File: src/rtl/uart_tx_fifo_cfg.sv
// uart_tx_fifo_cfg: configurable UART transmitter.
// Baud tick divider, TX FIFO and frame FSM in one block. Frame format is
// start, DATA_BITS payload (LSB first), optional parity, STOP_BITS stop bits.
// Frames queued in the FIFO go out back-to-back with no idle gap.
module uart_tx_fifo_cfg #(
    parameter int CLK_FREQ   = 100_000_000,
    parameter int BAUD       = 9600,
    parameter int OVERSAMPLE = 16,
    parameter int DATA_BITS  = 8,
    parameter int PARITY     = 0,
    parameter int STOP_BITS  = 1,
    parameter int FIFO_DEPTH = 4
) (
    input  logic                 clk,
    input  logic                 rst,
    input  logic                 tx_start,
    input  logic [DATA_BITS-1:0] tx_data,
    output logic                 tx_full,
    output logic                 tx_busy,
    output logic                 tx_done,
    output logic                 tx
);

    localparam int DIV   = CLK_FREQ / (BAUD * OVERSAMPLE);
    localparam int DIV_W = (DIV > 1) ? $clog2(DIV) : 1;
    localparam int OS_W  = (OVERSAMPLE > 1) ? $clog2(OVERSAMPLE) : 1;
    localparam int BIT_W = $clog2(DATA_BITS);
    localparam int PTR_W = $clog2(FIFO_DEPTH);
    localparam int CNT_W = PTR_W + 1;

    typedef enum logic [2:0] {IDLE, START, DATA, PAR, STOP} state_t;

    // Baud divider
    logic [DIV_W-1:0] div_cnt;
    logic             b_tick;

    // FIFO
    logic [DATA_BITS-1:0] mem [FIFO_DEPTH];
    logic [PTR_W-1:0]     wr_ptr, rd_ptr;
    logic [CNT_W-1:0]     count, count_next;
    logic                 fifo_empty;
    logic                 push, pop;
    logic [DATA_BITS-1:0] head;

    // Frame FSM
    state_t               state, state_next;
    logic [OS_W-1:0]      tick_cnt, tick_next;
    logic [BIT_W-1:0]     bit_cnt, bit_next;
    logic [DATA_BITS-1:0] shreg, sh_next;
    logic                 par_bit, par_next;
    logic                 tx_next;
    logic                 done;
    logic                 bit_end;

    assign b_tick = (div_cnt == DIV_W'(DIV - 1));

    // Free-running divider, wraps at DIV-1 and emits one b_tick per wrap.
    // NOTE: sequential state is always assigned with <= so every flop samples pre-edge values.
    always_ff @(posedge clk) begin
        if (rst)
            div_cnt <= '0;
        else if (b_tick)
            div_cnt <= '0;
        else
            div_cnt <= div_cnt + DIV_W'(1);
    end

    // A push while full is dropped even if a pop frees a slot in the same cycle.
    assign push       = tx_start & ~tx_full;
    assign count_next = count + CNT_W'(push) - CNT_W'(pop);
    assign head       = mem[rd_ptr];

    // FIFO storage write port.
    // NOTE: the storage array is not reset; pointers and count define validity, so it can map to RAM.
    always_ff @(posedge clk) begin
        if (push)
            mem[wr_ptr] <= tx_data;
    end

    // FIFO pointers and registered full/empty flags.
    always_ff @(posedge clk) begin
        if (rst) begin
            wr_ptr     <= '0;
            rd_ptr     <= '0;
            count      <= '0;
            tx_full    <= 1'b0;
            fifo_empty <= 1'b1;
        end else begin
            if (push)
                wr_ptr <= wr_ptr + PTR_W'(1);
            if (pop)
                rd_ptr <= rd_ptr + PTR_W'(1);
            count      <= count_next;
            tx_full    <= (count_next == CNT_W'(FIFO_DEPTH));
            fifo_empty <= (count_next == '0);
        end
    end

    assign bit_end = b_tick && (tick_cnt == OS_W'(OVERSAMPLE - 1));

    // Next-state, datapath updates and line level for the frame FSM.
    // NOTE: every signal written here gets a default first, so no path can infer a latch.
    always_comb begin
        state_next = state;
        tick_next  = tick_cnt;
        bit_next   = bit_cnt;
        sh_next    = shreg;
        par_next   = par_bit;
        pop        = 1'b0;
        done       = 1'b0;

        if (b_tick && state != IDLE)
            tick_next = bit_end ? '0 : tick_cnt + OS_W'(1);

        unique case (state)
            IDLE: begin
                if (b_tick && !fifo_empty) begin
                    pop        = 1'b1;
                    sh_next    = head;
                    par_next   = (PARITY == 2) ? ^head : ~^head;
                    tick_next  = '0;
                    state_next = START;
                end
            end
            START: begin
                if (bit_end) begin
                    bit_next   = '0;
                    state_next = DATA;
                end
            end
            DATA: begin
                if (bit_end) begin
                    sh_next = shreg >> 1;
                    if (bit_cnt == BIT_W'(DATA_BITS - 1)) begin
                        bit_next   = '0;
                        state_next = (PARITY != 0) ? PAR : STOP;
                    end else begin
                        bit_next = bit_cnt + BIT_W'(1);
                    end
                end
            end
            PAR: begin
                if (bit_end) begin
                    bit_next   = '0;
                    state_next = STOP;
                end
            end
            STOP: begin
                if (bit_end) begin
                    if (bit_cnt == BIT_W'(STOP_BITS - 1)) begin
                        done     = 1'b1;
                        bit_next = '0;
                        if (!fifo_empty) begin
                            pop        = 1'b1;
                            sh_next    = head;
                            par_next   = (PARITY == 2) ? ^head : ~^head;
                            state_next = START;
                        end else begin
                            state_next = IDLE;
                        end
                    end else begin
                        bit_next = bit_cnt + BIT_W'(1);
                    end
                end
            end
            default: state_next = IDLE;
        endcase

        // Line level follows the state being entered, so tx is a clean register output.
        unique case (state_next)
            START:   tx_next = 1'b0;
            DATA:    tx_next = sh_next[0];
            PAR:     tx_next = par_next;
            default: tx_next = 1'b1;
        endcase
    end

    // FSM and datapath registers; reset aborts any frame and idles the line.
    always_ff @(posedge clk) begin
        if (rst) begin
            state    <= IDLE;
            tick_cnt <= '0;
            bit_cnt  <= '0;
            shreg    <= '0;
            par_bit  <= 1'b0;
            tx       <= 1'b1;
        end else begin
            state    <= state_next;
            tick_cnt <= tick_next;
            bit_cnt  <= bit_next;
            shreg    <= sh_next;
            par_bit  <= par_next;
            tx       <= tx_next;
        end
    end

    assign tx_done = done;
    assign tx_busy = (state != IDLE) | ~fifo_empty;

endmodule

File: config.mk
export PLATFORM = sky130hd
export DESIGN_NAME = uart_tx_fifo_cfg
export DESIGN_NICKNAME = d
export VERILOG_FILES = /design/src/rtl/uart_tx_fifo_cfg.sv
export SDC_FILE = /design/constraint.sdc
export NUM_CORES = 1
export LEC_CHECK = 0
export BUFFER_PORTS_ARGS = -buffer_cell sky130_fd_sc_hd__buf_2
export CAP_MARGIN = 0
export CELL_PAD_IN_SITES_DETAIL_PLACEMENT = 1
export CELL_PAD_IN_SITES_GLOBAL_PLACEMENT = 1
export CORE_ASPECT_RATIO = 0.6
export CORE_UTILIZATION = 30
export CTS_CLUSTER_DIAMETER = 150
export DETAILED_ROUTE_END_ITERATION = 10
export PLACE_DENSITY = 0.51
export SYNTH_ARGS = -nofsm -noshare
export SYNTH_HDL_FRONTEND = slang
export SYNTH_SLANG_ARGS = --single-unit
File: constraint.sdc
create_clock -name clk -period 3.3 [get_ports clk]
set_input_delay 0.165 -clock clk [delete_from_list [all_inputs] [get_ports clk]]
set_output_delay 0.165 -clock clk [all_outputs]
set_load 0.02 [all_outputs]
After elaboration in Yosys (flattened, before gate mapping)

Memory sizes are Yosys's and may differ from the RTL's. A register that Yosys moved wholly into a read port is not among the register bits.
Cells that the tools add are included.

RAM bits: 32
Logic and storage cells: 100
Input bits: 11
Register bits after elaboration: 39
Memories kept: 1
Output and inout bits: 4

Memories:

| name | depth | width | rd ports | clocked after Yosys merged registers in | write ports | line | text |
|---|---|---|---|---|---|---|---|
| mem  | 4     | 8     | 1        | 1                                       | 1           | 38   | `logic [DATA_BITS-1:0] mem [FIFO_DEPTH];` |

Bitwise logic cells: 4
Multiplexer cells: 43
Add/subtract/negate cells: 7
Eq/ne operators: 17
Reduce and logical (&&, ||, !) cells: 15

Operator list:

| kind                                                                   | number |
|---|---|
| 8-bit two-way mux                                                      | 5 |
| 3-bit two-way mux                                                      | 12 |
| 8-bit case mux with 3 select lines                                     | 1 |
| 4-bit two-way mux                                                      | 4 |
| 3-bit case mux with 5 select lines                                     | 1 |
| 1-bit two-way mux                                                      | 14 |
| 3-bit by 2-bit equality test with 1-bit output (second input constant) | 4 |
| 10-bit by 1-bit adder with 10-bit output (second input constant)       | 1 |
| 10-bit equality test (second input constant)                           | 1 |
| 2-bit inequality test (second input constant)                          | 5 |
| 3-bit equality test (second input constant)                            | 3 |
| 3-bit zero test                                                        | 3 |
| 3-bit case mux with 3 select lines                                     | 1 |
| 3-bit nonzero test                                                     | 3 |
| 8-bit XNOR reduction                                                   | 1 |
| 3-bit by 1-bit equality test with 1-bit output (second input constant) | 2 |
| 6-bit AND reduction                                                    | 1 |
| 2-bit by 1-bit adder with 2-bit output (second input constant)         | 2 |
| 4-bit by 1-bit adder with 4-bit output (second input constant)         | 1 |
| 4-bit equality test (second input constant)                            | 1 |
| 2-bit two-way mux                                                      | 2 |
| 1-bit case mux with 2 select lines                                     | 2 |
| 4-bit AND reduction                                                    | 1 |
| 2-bit OR reduction                                                     | 2 |
| 10 further kinds                                                       | 13 |

Logic depth before layout (Yosys ltp)

Word-level depth: 6
Gate-level depth with buffers: 14
Mapped depth without buffers: 14

Worst setup path after synthesis

Ideal clock, no wire load.

Path type: register to register
Start: reg tick_cnt[0]
End: reg tx_full
Path buffers: 1
Slack: 0.569 ns
Cell stages (with the launch flop): 15
Clock period less this slack: 2.731 ns
Library setup time: 0.115 ns
Data required time: 3.185 ns
Arrival time: 2.616 ns
Cells stage by stage: dfxtp_1 ha_1 and3_1 buf_2 a31oi_2 nor4_1 ha_1 inv_1 ha_1 inv_1 fa_1 xor2_1 xnor2_1 nor2_1 and3_1

Word-level cells in the longest chain between the ends: 6

RTL lines:

| element                                     | line | text |
|---|---|---|
| from (decl)                                 | 47   | `logic [OS_W-1:0] tick_cnt, tick_next;` |
| from (signal assigned)                      | 189  | `tick_cnt <= tick_next;` |
| 4-bit equality test                         | 99   | `assign bit_end = b_tick && (tick_cnt == OS_W'(OVERSAMPLE - 1));` |
| 1-bit logical AND                           | 99   |  |
| 1-bit two-way mux                           | 149  | `if (bit_end) begin` |
| 1-bit case mux with 2 select lines          | 115  | `unique case (state)` |
| named net pop                               | 42   | `logic push, pop;` |
| 3-bit by 1-bit subtractor with 3-bit output | 70   | `assign count_next = count + CNT_W'(push) - CNT_W'(pop);` |
| 3-bit equality test                         | 94   | `tx_full <= (count_next == CNT_W'(FIFO_DEPTH));` |
| to (signal assigned)                        | 94   |  |
| to (decl)                                   | 18   | `output logic tx_full,` |

The timed path passes the listed nets, and every way through them passes these cells.
A chain may end at the register's enable or synchronous reset.

Worst setup path after layout

Ends and elaborated chain as after synthesis.

==> results_dict.tcl <==
set metrics [dict create \
    outcome "completed" \
    drtIter0Drc 112 \
    final_cells 457 \
    clockBufferDepth 2 \
    cts_made_buffers 9 \
    final_util 0.363 \
    synth_nets 318 \
    crit_fanout 5 \
    cp-start-kind "flop" \
    syn-cell-area_um2 3310 \
    wl_um 7350 \
    fp.coreArea_um2 10600 \
    area.growth.synth_to_final_pct 16.7 \
    drv_slew 0 \
    cap_violations 0 \
    hold_viol_final 0 \
    yosys_most_used_dff "dfxtp_1" \
    place_congestion 0.733 \
    detail_route.first_pass.iterations 4 \
    grt_util_all_layers 0.144 \
    htree_levels 3 \
    hp-class "in2reg" \
    via_count 2202 \
    p_per_area_nw_per_um2 580 \
    required_ps 3530 \
    port_buffers 14 \
    fp.dieArea_um2 11500 \
    grt_max_degree 30 \
    die_x_um 138 \
    io_pins 15 \
    ys_seq_elements 73 \
    clk_pin_slew_ps 60 \
    pre_cts_ws_ps 375 \
    max_slew_margin 0.508 \
    initial_core_util 0.311 \
    layout_worst_path_cycle_share 0.878 \
    row_count 29 \
    yosys_warnings 0 \
    layout_setup_ws_ps 402 \
    leakage_nw 1.37 \
    grt_pass1_wl_um 12300 \
    finalNetCount 337 \
    clkLatencyLatePin_ps 330 \
    layout-drive-gt1-share 0.164 \
    wl_per_cell_um 16.1 \
    antenna_found_initial 0 \
    synthTopCellsByCount "dfxtp_1, edfxtp_1, nor2_1" \
    worst_pin_slew_ps 734 \
    dp_hpwl_um 5300 \
    cts_tree "done" \
    postSynthAreaPerCell_um2 11.2 \
    synth_edf_count 32 \
    cts.repair.resized 0 \
    ant_nets 0 \
    setup_violations 0 \
    end_kind "flop" \
    chipHeight_um 83.3 \
    ir_drop_mv 0.291 \
    avgViaCountPerCell 4.82 \
    grt_pass1_vias 2271 \
    max_freq_mhz 345 \
    rsz0062_at_grt "no" \
    synthArstFlopShare 0 \
    cts.sink_count 73 \
    fin_crit_ps 2900 \
    ys_seq_area_frac 0.539 \
    setup_tns_ps 0 \
    dp.cells 441 \
    post_cts.repair.setup_buffers 0 \
    overflow 0 \
    crit_type "reg2reg" \
    synth_top_cell_by_area "edfxtp_1" \
    yosysMostFrequentCell "dfxtp_1" \
    antenna_cells 0 \
    skew_ps 6.57 \
    postCtsHoldBufs 0 \
    worstPathArrival_ps 3120 \
    synth.distinct_cells 51 \
    synth_top_area_share 0.291 \
    drc 0 \
    synth_area_leaders "edfxtp_1, dfxtp_1, mux4_2" \
    cts-root-buf "clkbuf_16" \
    synth_cells 294 \
]
-- cells in the final DEF, fill, tap and decap left out, types with 3 or more instances in the layout --
cell type / n
a21oi_1: 18
a22oi_1: 7
and2_1: 5
and3_1: 4
buf_2: 14
buf_4: 7
clkbuf_16: 10
dfxtp_1: 41
edfxtp_1: 32
ha_1: 12
inv_1: 13
mux4_2: 8
nand2_1: 20
nand3_1: 7
nor2_1: 30
nor2b_1: 6
nor3_1: 3
nor4_1: 3
o21ai_0: 12
or3_1: 4
or4_1: 3
xnor2_1: 14
xor2_1: 4
-- metal layers --
metal	routed length, um	share of wire	track usage	vias up
met3	268	0.036	0.0476	7
met5	0	0	0	-
met1	4160	0.57	0.223	1065
met2	2830	0.38	0.183	29
met4	93	0.013	0.0480	0
li1	-	-	-	1101
-- worst paths after layout --
kind | start | end | slack (ps) | cells past startpoint
worst max-delay path | tick_cnt[0]$_SDFF_PP0_ | tx_full$_SDFF_PP0_ | 400 | 13
worst min-delay path | tx_data[3] | mem[3][3]$_DFFE_PP_ | 50 | 1
worst max register to register | tick_cnt[0]$_SDFF_PP0_ | tx_full$_SDFF_PP0_ | 400 | 13
worst min register to register | shreg[3]$_SDFFE_PP0P_ | shreg[3]$_SDFFE_PP0P_ | 450 | 2
-- logic make-up after synthesis --
| logic type | Yosys count | share of synthesized area |
|---|---|---|
| AND/OR/NAND/NOR | 103 | 0.173 |
| flip-flops | 73 | 0.539 |
| AO/OA/AOI/OAI | 51 | 0.0980 |
| buffers and inverters | 26 | 0.0306 |
| XOR/XNOR | 18 | 0.0477 |
| adder cells (fa/ha/maj) | 13 | 0.0515 |
| multiplexers | 10 | 0.0609 |
-- power by group --
part | total [mW] | internal (mW) | switching, mW
Combinational | 0.203 | 0.0886 | 0.114
Sequential | 1.03 | 0.998 | 0.0325
Clock | 1.01 | 0.632 | 0.374
-- final cells by class --
cell class / count / area [um2]
multi-input combinational: 195 / 1420
fill: 1176 / 6770
sequential: 73 / 1780
inverter: 13 / 48.8
clock inverter: 4 / 51.3
clock buffer: 12 / 258
timing repair buffer: 21 / 123
tap: 139 / 174
-- sequential cells by signal, summed over array words and instances, names as in the netlist, named ones only --
signal / cells
mem: 32
div_cnt: 10
shreg: 8
tick_cnt: 4
bit_cnt: 3
count: 3
state: 3
rd_ptr: 2
wr_ptr: 2
fifo_empty: 1
par_bit: 1
tx: 1
tx_full: 1
-- stage by stage --
| step | instance area [um2] | total power, mW | hold WS, ps |
|---|---|---|---|
| detailed placement | 3550 | 1.26 | 393 |
| finish | 3860 | 2.24 | 48.8 |
| floorplan | 3310 | 1.19 | 264 |
| global placement | 3550 | 1.26 | 387 |
| CTS | 3860 | 2.27 | 39.0 |
| global route | 3860 | 2.34 | 41.2 |
-- worst max-delay path, cell delays in order, from the launching register on --
cell	delay, ps
dfxtp_1	380
ha_1	250
and3_1	210
a31oi_2	130
nor4_1	330
ha_1	280
inv_1	60
ha_1	130
inv_1	40
fa_1	360
xor2_1	160
xnor2_1	150
nor2_1	80
and3_1	220
No activity file was read; power rests on OpenSTA's default activity.
